==> src/rtl/if_pc_pkg.sv <==
// ----------------------------------------------------------------------------
// if_pc_pkg
// Shared constants for the MIPS instruction-fetch program counter:
//   - IF_NB_ADDR / IF_NB_INST : default address and instruction widths
//   - IF_ALIGN_LSB            : address bits that must be zero for a word
//   - IF_WORD_ALIGN_MASK      : full-width mask that clears the byte offset
//   - IF_RESET_VECTOR         : default PC value after reset
// ----------------------------------------------------------------------------
package if_pc_pkg;

    localparam int unsigned IF_NB_ADDR = 32;
    localparam int unsigned IF_NB_INST = 32;

    // Byte-offset bits within a 32-bit instruction word.
    localparam logic [1:0] IF_ALIGN_LSB = 2'b11;

    localparam logic [IF_NB_ADDR-1:0] IF_WORD_ALIGN_MASK = ~IF_NB_ADDR'(IF_ALIGN_LSB);

    localparam logic [IF_NB_ADDR-1:0] IF_RESET_VECTOR = 32'h0000_0000;

endpackage : if_pc_pkg

==> src/rtl/if_pc.sv <==
// ----------------------------------------------------------------------------
// if_pc
// Program-counter register of the IF stage. Loads the next-PC value on each
// enabled rising edge, holds it when the enable is low (stall / debug halt),
// and returns to RESET_VECTOR asynchronously on reset.
//
// Optional feature (macro IF_PC_ALIGN_CHECK_EN): loaded PCs have bits [1:0]
// forced to zero and a registered o_misaligned flag reports whether the last
// loaded value had a non-zero byte offset.
//
// Ports:
//   i_clk         clock, rising edge
//   i_reset       asynchronous active-high reset
//   i_enable      1 = load i_pc at the edge, 0 = hold
//   i_pc          next-PC value from the next-PC mux
//   o_pc          current PC, straight from the register
//   o_misaligned  registered misalignment flag (IF_PC_ALIGN_CHECK_EN only)
// ----------------------------------------------------------------------------
module if_pc
    import if_pc_pkg::*;
#(
    parameter int unsigned             NB_ADDR      = IF_NB_ADDR,
    parameter logic [NB_ADDR-1:0]      RESET_VECTOR = NB_ADDR'(IF_RESET_VECTOR)
) (
    input  logic               i_clk,
    input  logic               i_reset,
    input  logic               i_enable,
    input  logic [NB_ADDR-1:0] i_pc,
`ifdef IF_PC_ALIGN_CHECK_EN
    output logic               o_misaligned,
`endif
    output logic [NB_ADDR-1:0] o_pc
);

    logic [NB_ADDR-1:0] pc_q;
    logic [NB_ADDR-1:0] pc_d;

`ifdef IF_PC_ALIGN_CHECK_EN
    // Width-generic word mask: clears only the byte-offset bits.
    localparam logic [NB_ADDR-1:0] ALIGN_MASK = ~NB_ADDR'(IF_ALIGN_LSB);

    logic misaligned_q;
    logic misaligned_d;
`endif

    // Next-state: hold by default, take the upstream next-PC when enabled.
    always_comb begin
        pc_d = pc_q;
`ifdef IF_PC_ALIGN_CHECK_EN
        misaligned_d = misaligned_q;
        if (i_enable) begin
            pc_d         = i_pc & ALIGN_MASK;
            misaligned_d = |(i_pc & ~ALIGN_MASK);
        end
`else
        if (i_enable) begin
            pc_d = i_pc;
        end
`endif
    end

    // PC register; reset branch is taken whenever i_reset is high, so unknown
    // enable/data cannot disturb the reset value.
    always_ff @(posedge i_clk or posedge i_reset) begin
        if (i_reset) begin
            pc_q <= RESET_VECTOR;
        end else begin
            pc_q <= pc_d;
        end
    end

`ifdef IF_PC_ALIGN_CHECK_EN
    // Misalignment flag register.
    always_ff @(posedge i_clk or posedge i_reset) begin
        if (i_reset) begin
            misaligned_q <= 1'b0;
        end else begin
            misaligned_q <= misaligned_d;
        end
    end

    assign o_misaligned = misaligned_q;
`endif

    assign o_pc = pc_q;

endmodule : if_pc

==> config.mk <==
export PLATFORM = sky130hd
export DESIGN_NAME = if_pc
export DESIGN_NICKNAME = d
export VERILOG_FILES = /design/src/rtl/if_pc_pkg.sv /design/src/rtl/if_pc.sv
export SDC_FILE = /design/constraint.sdc
export NUM_CORES = 1
export LEC_CHECK = 0
export BUFFER_PORTS_ARGS = -buffer_cell sky130_fd_sc_hd__buf_2
export CELL_PAD_IN_SITES_DETAIL_PLACEMENT = 0
export CELL_PAD_IN_SITES_GLOBAL_PLACEMENT = 1
export CORE_ASPECT_RATIO = 1.1
export CORE_MARGIN = 10
export CORE_UTILIZATION = 29
export CTS_CLUSTER_DIAMETER = 150
export DETAILED_ROUTE_END_ITERATION = 7
export GPL_ROUTABILITY_DRIVEN = 0
export GPL_TIMING_DRIVEN = 0
export PLACE_DENSITY_LB_ADDON = 0.25
export SKIP_CTS_REPAIR_TIMING = 1
export SYNTH_ARGS = -nofsm -noshare
export SYNTH_HDL_FRONTEND = slang
export SYNTH_SLANG_ARGS = --single-unit
==> constraint.sdc <==
create_clock -name i_clk -period 1.1 [get_ports i_clk]
set_input_delay 0.11 -clock i_clk [delete_from_list [all_inputs] [get_ports i_clk]]
set_output_delay 0.11 -clock i_clk [all_outputs]
set_load 0.05 [all_outputs]
# ---- Yosys cells after proc, flatten, opt, wreduce, memory -nomap -nowiden
# Index checks and enable logic that the tools add are counted.
dict set report totals {
  inputBits 35
  out_inout_bits 32
  ff_bits 32
  elab_cells 1
}

# ---- Logic depth before layout (Yosys ltp)
# Gate-level depths: netlist of the first run.
dict set report logic_depth {
  word_depth 0
  mapped_depth 3
  mapped_depth_nobuf 1
}

# ---- Least setup slack after synthesis of the first run
# Ideal clock, no wire load.
dict set report synth_timing {
  path_kind {register -> register}
  from {reg o_pc[0] (netlist name)}
  to {reg pc_q[0], in the netlist o_pc[0]}
  setup_ns 0.125
  path_slack_ns 0.106
  t_required_ns 0.975
  path_stages_with_launch 2
  t_arrival_ns 0.869
  n_path_buf 0
  synth_period_minus_slack_ns 0.994
  path_cell_list {dfrtp_1 mux2_4}
}
# element line
set synth_lines {}
lappend synth_lines {{end signal: assignment} if_pc.sv:68} ;# pc_q <= pc_d;
lappend synth_lines {{end: declaration} if_pc.sv:35} ;# logic [NB_ADDR-1:0] pc_q;

# ---- Worst setup path in the final report of the first run
dict set report layout_timing {
  from {reg pc_q[23], in the netlist o_pc[23]}
  to {out o_pc[23]}
}
# element line
set layout_lines {}
lappend layout_lines {{end: declaration} if_pc.sv:32} ;# output logic [NB_ADDR-1:0] o_pc
# No word-level cell between the ends.

==> summary.md, run 1 <==
| Metric | Value |
|---|---|
| Area delta synth->final | 37.8% |
| Root Buffer | clkbuf_8 |
| Count leader, synth | dfrtp_1 |
| Buffers added on ports | 65 |
| R2R setup slack | 0.33 ns |
| Tcrit/Tclk final | 92.4% |
| Max Cap Violations | 0 |
| Reg2reg start | o_pc[23]$_DFFE_PP0P_ |
| Clock Path Buffers | 2 |
| Final Hold Fails | 15 |
| Worst path bufs/invs | 1 |
| Row count | 25 |
| H-tree depth | 2 |
| Crit start category | register |
| Number of global-route vias before repair | 1018 |
| VDD IR max | 0.000677 V |
| Area leader, netlist | dfrtp_1 |
| Top_reg_cell synth | dfrtp_1 |
| Pleak | 0.983 nW |
| Worst path cell trace | buf_2 |
| Initial DRC count | 32 |
| ANT cells | 0 |
| Pwr Density | 1710 mW/mm^2 |
| Final Skew | 0 ns |
| Antenna viol nets, final | 0 |
| Ys Warns | 0 |
| Initial antenna violation count | 0 |
| Crit path max-delay family | flip-flops |
| RSZ-0062 raised after global routing | false |
| Crit path DAT | 0.91 ns |
| Most frequent cells after synthesis | dfrtp_1 (32), mux2_4 (30), buf_12 (3), mux2_2 (2) |
| Via count | between 800 and 900 |
| CORE AREA | between 0.004 and 0.005 mm^2 |
| Achievable frequency | 983 MHz |
| TritonCTS buffer count | 5 |
| Remaining global-route overflow | 0 |
| IO Count | 67 |
| Max-slew headroom | 53.9% |
| Critical Path Sink | o_pc[23] |
| Yosys top cell area share | 59.4% |
| Status | finished with violations |
| Max stage delay cell, worst path | dfrtp_1 |
| Crit path depth | 1 |
| Share of flip-flops with an asynchronous set or reset | 100% |
| WP data required | 0.99 ns |
| Fin cells | slightly below 200 |
| EDFF count, synth | 0 |
| Min Tclk post-route | a little over 1 ns |
| Synth Register Bits | 32 |
| 1st-pass router iterations | 3 |
| CP max FO | 2 |
| WL/cell | approximately 16 um |
| Reg2Reg Depth | 1 |
| Number of flip-flops in the largest register | 32 |
| Final net count | 177 |
| Die X | 85.0 um |
| Post-Syn Instances | just under 70 |
| Share of layout cells above drive strength 1 | between 70% and 80% |
| First-pass GRT wire length | 5510 um |
| Clock-pin slew on the worst setup and hold paths | around 0.06 ns |
| Hold_ws | -0.0660 ns |
| Slew Viols, Final | 0 |
| Post-Synthesis Cell Area | 0.00135 mm^2 |
| CP max stage delay | 0.36 ns |
| Worst hold path type | input port to async pin |
| Cells taking the most area after synthesis | dfrtp_1 (59%), mux2_4 (33%), buf_12 (4.5%) |
| Fillers | between 400 and 500 |
| Die footprint | 0.00778 mm^2 |
| CTS sink count | 32 |
| Drt via density | 4.15 |
| Crit Path Class | register to output port |
| Latest clock arrival within the worst-skew pair | 0.27 ns |
| # DRC | 0 |
| Syn Area/Cell | 19.5 um^2 |
| Sequential share of the synthesized area | about 59% |
| Total power | 0.00317 W |
| CP endpoint kind | output port |
| Total GRT Usage | 8.73% |
| Net Count, Synth | 104 |
| Slew @ Worst Pin | 0.690 ns |
| Detailed Route WL | 3250 um |
| Reg2Reg Capture Point | o_pc[23]$_DFFE_PP0P_ |
| CTS tree | yes |
| Critical Path Start | o_pc[23]$_DFFE_PP0P_ |
| Final setup violating endpoints | 0 |
| Dpl cells | 188 |
| Failing checks | hold timing |
| Initial core utilization | 30.6% |
| Die extent in y | 91.5 um |
| Post-synth cell types | 6 |
| Hpwl dp | around 2500 um |
| Largest net degree at the start of global routing | 33 |
per-layer routing:
metal,up-vias,share of wire (%),GRT usage (%)
met1,390,40,9.53
met4,0,1.3,3.30
met2,39,49,13.8
li1,383,-,-
met3,6,9.8,4.92
met5,-,0,0
worst min-delay path by stage:
stage / from / endpoint / slack, ns / cells past startpoint
after detailed placement: i_pc[16] / o_pc[16]$_DFFE_PP0P_ / 0.34 / 2
after global placement: i_pc[12] / o_pc[12]$_DFFE_PP0P_ / 0.34 / 2
final: i_reset / o_pc[2]$_DFFE_PP0P_ / -0.07 / 2
after floorplan: i_reset / o_pc[0]$_DFFE_PP0P_ / 0.23 / 1
after global routing: i_reset / o_pc[24]$_DFFE_PP0P_ / -0.03 / 2
after CTS: i_pc[29] / o_pc[29]$_DFFE_PP0P_ / 0.05 / 2
through the flow:
| step | worst slack, ns | TNS, ns | util [%] | area (um^2) |
|---|---|---|---|---|
| after floorplan | 0.106 | 0 | - | 1350 |
| after global placement | -0.154 | -4.90 | 39.5 | 1740 |
| after detailed placement | -0.191 | -6.06 | 39.5 | 1740 |
| after CTS | 0.0608 | 0 | 41.5 | 1830 |
| after global routing | 0.0299 | 0 | 42.2 | 1860 |
| final | 0.0831 | 0 | 42.2 | 1860 |
layout make-up:
cell class	instances	area (um^2)	area share [%]
buffer	4	71.3	3.84
clock buffer	8	90.1	4.85
inverter	1	3.75	0.202
multi-input combinational	32	473	25.4
sequential	32	801	43.1
tap	54	67.6	3.63
timing repair buffer	66	353	19.0
kinds of logic (layout without fill, tap and decap cells):
family | count (synthesis) | after routing | share of synthesized area (%)
buffers and inverters | 5 | 79 | 5.57
flip-flops | 32 | 32 | 59.4
multiplexers | 32 | 32 | 35.1
report_power, final:
part           switching, W  leakage [nW]  internal [W]  total [W]
registers         0.0000638         0.374       0.00130    0.00136
clock network      0.000389        0.0455      0.000509   0.000898
logic              0.000591         0.563      0.000324   0.000915
total               0.00104         0.983       0.00213    0.00317
cell usage in the layout, fill, tap and decap left out:
cell type / instances
buf_16: 1
clkbuf_8: 6
mux2_4: 30
buf_6: 1
buf_2: 65
dfrtp_1: 32
buf_12: 3
clkbuf_1: 2
inv_1: 1
mux2_2: 2
Note: power is estimated with default switching activity, not from simulation.
==> inputs of run 2 (changes only) <==
--- a/config.mk
+++ b/config.mk
@@ -6,8 +6,6 @@
 export NUM_CORES = 1
 export LEC_CHECK = 0
 export BUFFER_PORTS_ARGS = -buffer_cell sky130_fd_sc_hd__buf_2
-export CELL_PAD_IN_SITES_DETAIL_PLACEMENT = 0
-export CELL_PAD_IN_SITES_GLOBAL_PLACEMENT = 1
 export CORE_ASPECT_RATIO = 1.1
 export CORE_MARGIN = 10
 export CORE_UTILIZATION = 29
==> summary.md, run 2 (synthesis gave the netlist of run 1 again) <==
| Metric | Value |
|---|---|
| Clock Path Buffers | 2 |
| Logic pwr share | 28.7% |
| Clock share of power | between 20% and 30% |
| Total power | 0.00319 W |
| Die X | 85.0 um |
| WP data required | 0.99 ns |
| Worst path bufs/invs | 1 |
| # DRC | 0 |
| Critical Path Sink | o_pc[23] |
| Achievable frequency | 976 MHz |
| Dpl cells | around 190 |
| Initial core utilization | 30.6% |
| Total GRT Usage | ~8.5% |
| Detailed Route WL | between 3000 and 4000 um |
| Number of global-route vias before repair | 952 |
| Status | completed |
| Switching power | 0.00106 W |
| Reg2reg start | o_pc[23]$_DFFE_PP0P_ |
| First-pass GRT wire length | 5280 um |
| Flop pwr share | 42.7% |
| Crit path DAT | approximately 0.9 ns |
| CP max stage delay | 0.36 ns |
| Slew Viols, Final | 0 |
| Share of layout cells above drive strength 1 | 75.0% |
| Crit path max-delay family | flip-flops |
| CTS tree | yes |
| Final setup violating endpoints | 0 |
| Antenna viol nets, final | 0 |
| Max stage delay cell, worst path | dfrtp_1 |
| Worst path cell trace | buf_2 |
| R2R setup slack | 0.32 ns |
| Fin cells | 198 |
| WL/cell | about 17 um |
| Hpwl dp | 2530 um |
| Initial antenna violation count | 0 |
| Crit start category | register |
| Number of flip-flops in the largest register | 32 |
| Switch share | 33.2% |
| Remaining global-route overflow | 0 |
| RSZ-0062 raised after global routing | false |
| 1st-pass router iterations | 2 |
| Commonest non-fill, non-tap cell in the layout | buf_2 |
| Worst hold path type | input port to register |
| Max-slew headroom | around 78% |
| Max Cap Violations | 0 |
| CP endpoint kind | output port |
| Die footprint | 0.00778 mm^2 |
| Buffers added on ports | 65 |
| ANT cells | 0 |
| Via count | 833 |
| TritonCTS buffer count | 5 |
| Clock-pin slew on the worst setup and hold paths | 0.06 ns |
| Initial DRC count | 55 |
| Leading cell types in the layout, fill and taps excluded | buf_2 (65), dfrtp_1 (32), mux2_4 (30) |
| Critical Path Start | o_pc[23]$_DFFE_PP0P_ |
| Final Skew | 0 ns |
| Drt via density | approximately 4.2 |
| CP max FO | 2 |
| Latest clock arrival within the worst-skew pair | 0.27 ns |
| CTS sink count | 32 |
| Reg2Reg Capture Point | o_pc[23]$_DFFE_PP0P_ |
| Pleak | between 0.9 and 1 nW |
| Pwr Density | 1710 mW/mm^2 |
| Cell-internal power | 0.00213 W |
| H-tree depth | 2 |
| Setup tns final | 0 ns |
| Tcrit/Tclk final | 93.2% |
| IO Count | 67 |
| Min Tclk post-route | 1.03 ns |
| Area delta synth->final | 38.0% |
| Hold_ws | ~0.060 ns |
| Slew @ Worst Pin | between 0.3 and 0.4 ns |
| Row count | 25 |
| CORE AREA | 0.00441 mm^2 |
| Die extent in y | slightly above 90 um |
| VDD IR max | 0.000711 V |
| Crit Path Class | register to output port |
| Crit path depth | 1 |
| Reg2Reg Depth | 1 |
| Final Hold Fails | 0 |
| Root Buffer | clkbuf_8 |
| Largest net degree at the start of global routing | 33 |
| Final net count | 178 |
run 2: per-stage QoR:
| stage | instance area [um^2] | setup WS (ns) | utilization (%) |
|---|---|---|---|
| 6_report | 1860 | 0.0750 | 42.2 |
| 5_1_grt | 1860 | 0.0381 | 42.2 |
| 4_1_cts | 1830 | 0.0588 | 41.5 |
| 3_5_place_dp | 1740 | -0.224 | 39.5 |
| 3_3_place_gp | 1740 | -0.0853 | 39.5 |
| 2_1_floorplan | 1350 | 0.106 | - |
run 2: how the worst min path moves through the flow:
stage               startpoint                    to  slack [ns]  cells past startpoint
finish                i_pc[27]  o_pc[27]$_DFFE_PP0P_        0.06                      2
global route          i_pc[27]  o_pc[27]$_DFFE_PP0P_        0.05                      2
global placement      i_pc[11]  o_pc[11]$_DFFE_PP0P_        0.34                      2
detailed placement     i_pc[8]   o_pc[8]$_DFFE_PP0P_        0.34                      2
floorplan              i_reset   o_pc[0]$_DFFE_PP0P_        0.23                      1
CTS                    i_pc[2]   o_pc[2]$_DFFE_PP0P_        0.05                      2
run 2: layout make-up:
class,count,area (um^2)
timing repair buffer,67,355
inverter,1,3.75
sequential,32,801
multi-input combinational,32,473
fill,410,2550
tap,54,67.6
buffer,4,71.3
clock buffer,8,90.1
run 2: routing by layer:
layer  GRT usage [%]  part of all wire (%)  vias to the layer above
li1                -                     -                      381
met1            9.19                    37                      414
met2            13.8                    54                       31
met3            3.57                   6.5                        7
met4            4.53                   2.3                        0
met5               0                     0                        -
run 2: power by group through the flow:
| stage | clock [W] | sequential (W) | combinational (W) |
|---|---|---|---|
| floorplan | 0 | 0.00180 | 0.000259 |
| global placement | 0 | 0.00137 | 0.000907 |
| detailed placement | 0 | 0.00138 | 0.000918 |
| CTS | 0.000961 | 0.00136 | 0.000921 |
| global route | 0.00101 | 0.00137 | 0.000961 |
| finish | 0.000911 | 0.00136 | 0.000916 |
